<file path="config.mk">
export PLATFORM = sky130hd
export DESIGN_NAME = icache_line_refill_flat
export DESIGN_NICKNAME = d
export VERILOG_FILES = /design/src/rtl/icache_line_refill_if.sv /design/src/rtl/icache_line_refill.sv /design/src/flat_wrapper.sv
export SDC_FILE = /design/constraint.sdc
export NUM_CORES = 2
export LEC_CHECK = 0
export BUFFER_PORTS_ARGS = -buffer_cell sky130_fd_sc_hd__buf_2
export CORE_ASPECT_RATIO = 0.6
export CORE_UTILIZATION = 55
export CTS_BUF_LIST = sky130_fd_sc_hd__clkbuf_8 sky130_fd_sc_hd__clkbuf_16
export CTS_CLUSTER_DIAMETER = 200
export DETAILED_ROUTE_END_ITERATION = 16
export GPL_TIMING_DRIVEN = 0
export PLACE_DENSITY = 0.7
export SLEW_MARGIN = 20
export SYNTH_ARGS = -nofsm -noshare
export SYNTH_HDL_FRONTEND = slang
export SYNTH_MEMORY_MAX_BITS = 65536
export SYNTH_SLANG_ARGS = --single-unit
</file>
<file path="constraint.sdc">
create_clock -name clk -period 4.9 [get_ports clk]
set_clock_uncertainty 0.1 [all_clocks]
set_input_delay 0.245 -clock clk [delete_from_list [all_inputs] [get_ports clk]]
set_output_delay 0.245 -clock clk [all_outputs]
set_load 0.05 [all_outputs]
</file>
<file path="src/rtl/icache_line_refill_if.sv">
// Fetch-side and memory-side signal bundle of the instruction cache.
// Latency: none; this is wiring only.
// Backpressure: cpu_stall holds the fetch stage; mem_ack paces the refill reads.
interface icache_line_refill_if;
  logic [31:0] cpu_addr;
  logic        cpu_rd;
  logic        flush;
  logic [31:0] cpu_instr;
  logic        cpu_hit;
  logic        cpu_stall;
  logic        mem_req;
  logic [31:0] mem_addr;
  logic [31:0] mem_rdata;
  logic        mem_ack;

  // The cache answers the fetch stage and issues requests to memory.
  modport master (
    input  cpu_addr, cpu_rd, flush, mem_rdata, mem_ack,
    output cpu_instr, cpu_hit, cpu_stall, mem_req, mem_addr
  );

  // The fetch stage and the instruction memory, seen from outside the cache.
  modport slave (
    output cpu_addr, cpu_rd, flush, mem_rdata, mem_ack,
    input  cpu_instr, cpu_hit, cpu_stall, mem_req, mem_addr
  );
endinterface

</file>
<file path="src/rtl/icache_line_refill.sv">
// Direct-mapped instruction cache; a miss refills the whole line one word per mem_ack.
// Latency: hits are combinational; a miss with an ack every cycle stalls for WORDS+2 cycles.
// Backpressure: cpu_stall holds fetch; the fill waits on mem_ack indefinitely. ICACHE_STATS_EN adds hit/miss counters.
module icache_line_refill #(
  parameter int LINES = 16,
  parameter int WORDS = 8
) (
  input logic                   clk,
  input logic                   clr,
  icache_line_refill_if.master  bus
`ifdef ICACHE_STATS_EN
  ,
  output logic [31:0]           hit_count,
  output logic [31:0]           miss_count
`endif
);
  localparam int OFF_W = $clog2(WORDS);
  localparam int IDX_W = $clog2(LINES);
  localparam int LSB   = OFF_W + 2;
  localparam int TAG_W = 32 - LSB - IDX_W;

  typedef enum logic [1:0] {S_IDLE, S_FILL, S_DONE} state_t;

  state_t             state_q;
  logic [OFF_W-1:0]   wcnt_q;
  logic [IDX_W-1:0]   fill_idx_q;
  logic [TAG_W-1:0]   fill_tag_q;
  logic               mem_req_q;
  logic [31:0]        mem_addr_q;
  logic [LINES-1:0]   valid_q;
  logic [TAG_W-1:0]   tag_q  [LINES];
  logic [31:0]        data_q [LINES*WORDS];

  logic [OFF_W-1:0]   cpu_off;
  logic [IDX_W-1:0]   cpu_idx;
  logic [TAG_W-1:0]   cpu_tag;
  logic               lookup_hit;
  logic               miss_start;
  logic               ack_take;
  logic               unused_addr_bits;

  assign cpu_off    = bus.cpu_addr[LSB-1:2];
  assign cpu_idx    = bus.cpu_addr[LSB +: IDX_W];
  assign cpu_tag    = bus.cpu_addr[31 -: TAG_W];
  assign unused_addr_bits = ^bus.cpu_addr[1:0];

  assign lookup_hit = valid_q[cpu_idx] && (tag_q[cpu_idx] == cpu_tag);
  // Flush has priority over starting a fill in the same cycle.
  assign miss_start = (state_q == S_IDLE) && bus.cpu_rd && !lookup_hit && !bus.flush;
  // Acks only count while a request is actually outstanding.
  assign ack_take   = (state_q == S_FILL) && mem_req_q && bus.mem_ack;

  assign bus.cpu_hit   = lookup_hit && (state_q == S_IDLE);
  assign bus.cpu_stall = (bus.cpu_rd && !bus.cpu_hit) || (state_q != S_IDLE);
  assign bus.cpu_instr = data_q[{cpu_idx, cpu_off}];
  assign bus.mem_req   = mem_req_q;
  assign bus.mem_addr  = mem_addr_q;

  // Refill FSM: latches the miss line, walks its words, then validates it.
  always_ff @(posedge clk or posedge clr) begin
    if (clr) begin
      state_q    <= S_IDLE;
      wcnt_q     <= '0;
      fill_idx_q <= '0;
      fill_tag_q <= '0;
      mem_req_q  <= 1'b0;
      mem_addr_q <= '0;
      valid_q    <= '0;
    end else if (bus.flush) begin
      state_q   <= S_IDLE;
      wcnt_q    <= '0;
      mem_req_q <= 1'b0;
      valid_q   <= '0;
    end else begin
      case (state_q)
        S_IDLE: begin
          if (miss_start) begin
            fill_idx_q       <= cpu_idx;
            fill_tag_q       <= cpu_tag;
            mem_addr_q       <= {bus.cpu_addr[31:LSB], {LSB{1'b0}}};
            mem_req_q        <= 1'b1;
            wcnt_q           <= '0;
            valid_q[cpu_idx] <= 1'b0;
            state_q          <= S_FILL;
          end
        end
        S_FILL: begin
          if (ack_take) begin
            wcnt_q     <= wcnt_q + 1'b1;
            mem_addr_q <= mem_addr_q + 32'd4;
            if (wcnt_q == OFF_W'(WORDS - 1)) begin
              mem_req_q <= 1'b0;
              state_q   <= S_DONE;
            end
          end
        end
        S_DONE: begin
          valid_q[fill_idx_q] <= 1'b1;
          state_q             <= S_IDLE;
        end
        default: state_q <= S_IDLE;
      endcase
    end
  end

  // Line storage: words land as they are acked, the tag is written as the line completes.
  always_ff @(posedge clk) begin
    if (ack_take) begin
      data_q[{fill_idx_q, wcnt_q}] <= bus.mem_rdata;
    end
    if (state_q == S_DONE) begin
      tag_q[fill_idx_q] <= fill_tag_q;
    end
  end

`ifdef ICACHE_STATS_EN
  // Performance counters: hits per serviced fetch cycle, misses per fill started.
  always_ff @(posedge clk or posedge clr) begin
    if (clr) begin
      hit_count  <= '0;
      miss_count <= '0;
    end else begin
      if (bus.cpu_rd && bus.cpu_hit) begin
        hit_count <= hit_count + 32'd1;
      end
      if (miss_start) begin
        miss_count <= miss_count + 32'd1;
      end
    end
  end
`endif
endmodule

</file>
<file path="src/flat_wrapper.sv">
// flat-port wrapper written by rule: the top's interface ports become plain ports
module icache_line_refill_flat 
#(
  parameter int LINES = 16,
  parameter int WORDS = 8
)
  (clk, clr, bus_cpu_addr, bus_cpu_rd, bus_flush, bus_mem_rdata, bus_mem_ack, bus_cpu_instr, bus_cpu_hit, bus_cpu_stall, bus_mem_req, bus_mem_addr);
  icache_line_refill_if bus_i ();
  input logic clk;
  input logic clr;
  input wire logic [$bits(bus_i.cpu_addr)-1:0] bus_cpu_addr;
  input wire logic [$bits(bus_i.cpu_rd)-1:0] bus_cpu_rd;
  input wire logic [$bits(bus_i.flush)-1:0] bus_flush;
  input wire logic [$bits(bus_i.mem_rdata)-1:0] bus_mem_rdata;
  input wire logic [$bits(bus_i.mem_ack)-1:0] bus_mem_ack;
  output wire logic [$bits(bus_i.cpu_instr)-1:0] bus_cpu_instr;
  output wire logic [$bits(bus_i.cpu_hit)-1:0] bus_cpu_hit;
  output wire logic [$bits(bus_i.cpu_stall)-1:0] bus_cpu_stall;
  output wire logic [$bits(bus_i.mem_req)-1:0] bus_mem_req;
  output wire logic [$bits(bus_i.mem_addr)-1:0] bus_mem_addr;
  assign bus_i.cpu_addr = bus_cpu_addr;
  assign bus_i.cpu_rd = bus_cpu_rd;
  assign bus_i.flush = bus_flush;
  assign bus_i.mem_rdata = bus_mem_rdata;
  assign bus_i.mem_ack = bus_mem_ack;
  assign bus_cpu_instr = bus_i.cpu_instr;
  assign bus_cpu_hit = bus_i.cpu_hit;
  assign bus_cpu_stall = bus_i.cpu_stall;
  assign bus_mem_req = bus_i.mem_req;
  assign bus_mem_addr = bus_i.mem_addr;
  icache_line_refill #(.LINES(LINES), .WORDS(WORDS)) u_core (.clk(clk), .clr(clr), .bus(bus_i));
endmodule
</file>
==> impl_metrics.yaml <==
timing:
  setup_viol_count_final: 29
  period_minus_slack_ns: 5.31
  max_freq_mhz: 188
  hold_viol: 0
  worst_slack_ns: -0.411
  min_period_over_period_pct: 108
  setup_tns_ns: -3.89
  tightest_slew_ns: 1.30
  timing.slew.headroom_pct: 13.6
  rsz0062_at_grt: "yes"
  finalMaxSlewViolations: 0
flow_run:
  max_cap_viol_count: 0
logic_synthesis:
  yosysWarnings: 0
  synth.area.top_cells: "edfxtp_1 (77%), mux4_2 (14%), mux2i_1 (3.3%)"
  synth_top_family_by_area: "multiplexers"
  syn_area_um2: 175000
  synth_compound_area_share_pct: 2.02
  synthSimpleGateAreaFrac_pct: 1.21
  synth_ff_type: "edfxtp_1"
  synth_edf_count: 4464
  ys_seq_elements: 4543
  synthCells: 7773
  synth_fa_ha_area_share_pct: 0.0215
  syn_avg_cell_area_um2: 22.5
  ys_seq_area_share_pct: 77.8
  yosysTopAreaCellShare_pct: 76.6
  synth-xor-area-share_pct: 0.140
  synth_async_sr_flop_share_pct: 1.74
  ys_types: 69
  yosys-mux-area-fraction_pct: 17.8
  synth_largest_area_cell: "edfxtp_1"
placement:
  post-dp-hpwl_um: 352000
  io_buffers: 124
  finalWeightedCongestion: 1.04
setup_path:
  path_common_cell: "buf_2"
  arrival_ns: 4.97
  crit_type: "input pin to output pin"
  crit_path_max_fanout: 10
  cp_slowest_stage_delay_ns: 0.87
  r2r_start: "u_core.state_q[0]"
  cp_slowest_cell: "clkdlybuf4s15_1"
  worst-r2r-setup-slack_ns: 0
  startpoint_type: "input pin"
  cp-end-kind: "output pin"
  crit_chain: "buf_6 -> buf_2 -> nand2b_1 -> clkdlybuf4s15_1 -> buf_2 -> o22ai_1 -> o311ai_0 -> o21ai_0 -> buf_2"
  crit_required_ns: 4.55
  r2r_end: "u_core.data_q[62][15]"
  rr_worst_depth: 9
routing:
  wl_met1_um: 200000
  highest_layer: "met5"
  routed_wl_um: 527000
  drt_pass1_iterations: 7
  routed-via-count: 94100
  first_iter_violations: 18300
  met3WireLength_um: 90300
  dr_wl_met2_um: 213000
  routedWlPerCell_um: 39.8
  drc_errors: 0
  via_per_inst: 7.11
  ant_nets: 0
floorplanning:
  core_um2: 315000
  fp.dieH_um: 439
  ios: 136
  num_rows: 159
  start_util_pct: 55.6
  die_width_um: 730
  die_area_um2: 320000
power_and_ir_drop:
  irDropWorstVdd_mv: 0.343
  swShare_pct: 22.7
  switchingPower_mw: 18.1
  comb_power_share_pct: 6.6
  pwr-share-seq_pct: 54.0
  p_leak_nw: 65.2
  cellPowerDensity_nw_per_um2: 392
  power.share.clock_pct: 39.3
  p_int_mw: 61.8
  power_mw: 79.9
worst_hold_path:
  min_path_type: "input pin to register"
  holdPathEnd: "u_core.fill_tag_q[3]"
  min_path_cells: 3
  hold_start: "bus_cpu_addr[12]"
clock_tree:
  clock_path_buffers: 4
  cts_buffers: 394
  cts_tree: "yes"
  cts.sinks: 4543
  cts_max_level: 5
  clock_latency_ns: 0.97
  cts_root_buf: "clkbuf_16"
  clkTransAtPathRegs_ns: 0.06
final_layout:
  syn_to_final_growth_pct: 16.5
  finalNetCount: 8761
  layout-drive-gt1-share_pct: 28.8
global_routing:
  grt_max_degree: 113
  grt_usage_pct: 32.7
  grt_pass1_wl_um: 716000
  antenna_found_initial: 38
  grt-ovfl-total: 0
  grt_pass1_vias: 88900
run_status:
  outcome: "complete, but fails checks"
  failed_checks: "setup timing"
## metal layers
metal / GRT usage [%] / vias to the layer above
met5: 0.784 / -
met4: 11.6 / 22
li1: - / 34900
met1: 49.9 / 49200
met2: 42.7 / 8657
met3: 12.9 / 1257
## placed cells by master, fill, tap and decap left out, types with 55 or more instances in the layout
master | Yosys | final
mux4_2 | 1100 | 1100
nand2_1 | 110 | 105
clkbuf_16 | 0 | 403
mux2i_1 | 576 | 576
inv_1 | 8 | 68
clkinv_1 | 1 | 91
buf_2 | 20 | 137
clkbuf_1 | 241 | 128
clkbuf_2 | 0 | 124
buf_16 | 0 | 141
nor2_1 | 269 | 124
dfrtp_1 | 79 | 79
edfxtp_1 | 4464 | 4464
buf_1 | 165 | 75
clkinv_2 | 0 | 74
dlygate4sd3_1 | 0 | 72
o21ai_0 | 58 | 55
nor2_4 | 0 | 144
buf_12 | 0 | 152
o22ai_1 | 280 | 280
## power groups by stage
stage	clock network, mW	registers [mW]	logic (mW)
after floorplan	0	44.0	2.38
after global placement	0	44.0	4.58
after detailed placement	0	44.0	4.94
after CTS	31.4	43.1	5.08
after global routing	32.8	43.1	5.39
final	31.4	43.2	5.30
## sequential cells by signal, summed over array words and instances, names as in the netlist
name / flops
u_core.bus.mem_addr: 30
u_core.bus.mem_req: 1
u_core.data_q: 4096
u_core.fill_idx_q: 4
u_core.fill_tag_q: 23
u_core.state_q: 2
u_core.tag_q: 368
u_core.valid_q: 16
u_core.wcnt_q: 3
## Yosys cell counts (4+ instances only)
cell type	n
mux2_2	16
a22oi_1	15
o21bai_1	4
dfrtp_1	79
nor2_1	269
mux2_4	22
mux4_2	1100
buf_2	20
nor4_1	6
nor3_1	16
a311oi_1	13
o311ai_0	32
nand3_1	24
nand2b_1	6
a21oi_1	38
a31oi_1	12
xor2_1	12
buf_4	9
xnor2_1	16
clkbuf_1	241
a211oi_1	4
nor2b_1	13
or3_1	5
o21ai_0	58
nand4_1	10
and3_1	10
nand2_1	110
buf_6	12
a22o_1	4
mux2i_1	576
o22ai_1	280
and2_1	9
o2bb2ai_1	4
o31ai_1	33
inv_1	8
edfxtp_1	4464
buf_1	165
o32a_1	9
## area by class of cell
| type | count | area (um^2) |
|---|---|---|
| multi-input combinational | 2772 | 38500 |
| timing repair buffer | 519 | 8690 |
| antenna | 39 | 97.6 |
| tap | 4186 | 5240 |
| buffer | 450 | 2440 |
| fill | 19700 | 111000 |
| clock inverter | 303 | 2560 |
| sequential | 4543 | 136000 |
| clock buffer | 406 | 10100 |
| inverter | 9 | 42.5 |
## kinds of logic (layout without fill, tap and decap cells)
kind of cell	count (synthesis)	count (layout)
simple gates	492	492
xor+xnor	28	28
other cells	1	41
flops	4543	4543
mux	1714	1714
buf+inv	459	1687
compound gates	533	533
fa+ha+maj	3	3
## repair_timing
action / in CTS / in global routing
endpoints found under the hold margin: 3249 / 0
hold buffers: 72 / 0
gates resized for setup: 184 / 69
pin swaps: 1 / 2
endpoints found under the setup margin: 74 / 219
setup buffers: 2 / 3
## worst max-delay path: cells and delay by family
family	cells	cell delay, ns
AO/OA/AOI/OAI	3	1.64
AND/OR/NAND/NOR	1	0.37
buffers and inverters	5	2.67
## worst max-delay path by stage
stage	slack [ns]	from	endpoint
2_1_floorplan	0.96	bus_cpu_addr[6]	bus_cpu_hit
3_3_place_gp	-3.51	bus_cpu_addr[2]	bus_cpu_instr[16]
3_5_place_dp	-1.42	bus_cpu_addr[2]	bus_cpu_instr[5]
4_1_cts	0.008	bus_cpu_addr[2]	bus_cpu_instr[8]
5_1_grt	-0.09	bus_cpu_addr[3]	bus_cpu_instr[1]
6_report	-0.41	bus_cpu_addr[5]	bus_cpu_instr[1]
## stage by stage
step | hold slack (ns) | worst slack [ns] | std cells | area [um^2] | utilization [%]
3_3_place_gp | 0.429 | -3.51 | 12100 | 181000 | 57.5
3_5_place_dp | 0.227 | -1.42 | 12400 | 189000 | 60.2
5_1_grt | 0.129 | -0.0859 | 13200 | 204000 | 64.8
4_1_cts | 0.0715 | 0.00845 | 13200 | 203000 | 64.7
6_report | 0.119 | -0.411 | 13200 | 204000 | 64.8
2_1_floorplan | 0.244 | 0.961 | 7774 | 175000 | -
No activity file was read; power rests on OpenSTA's default activity.
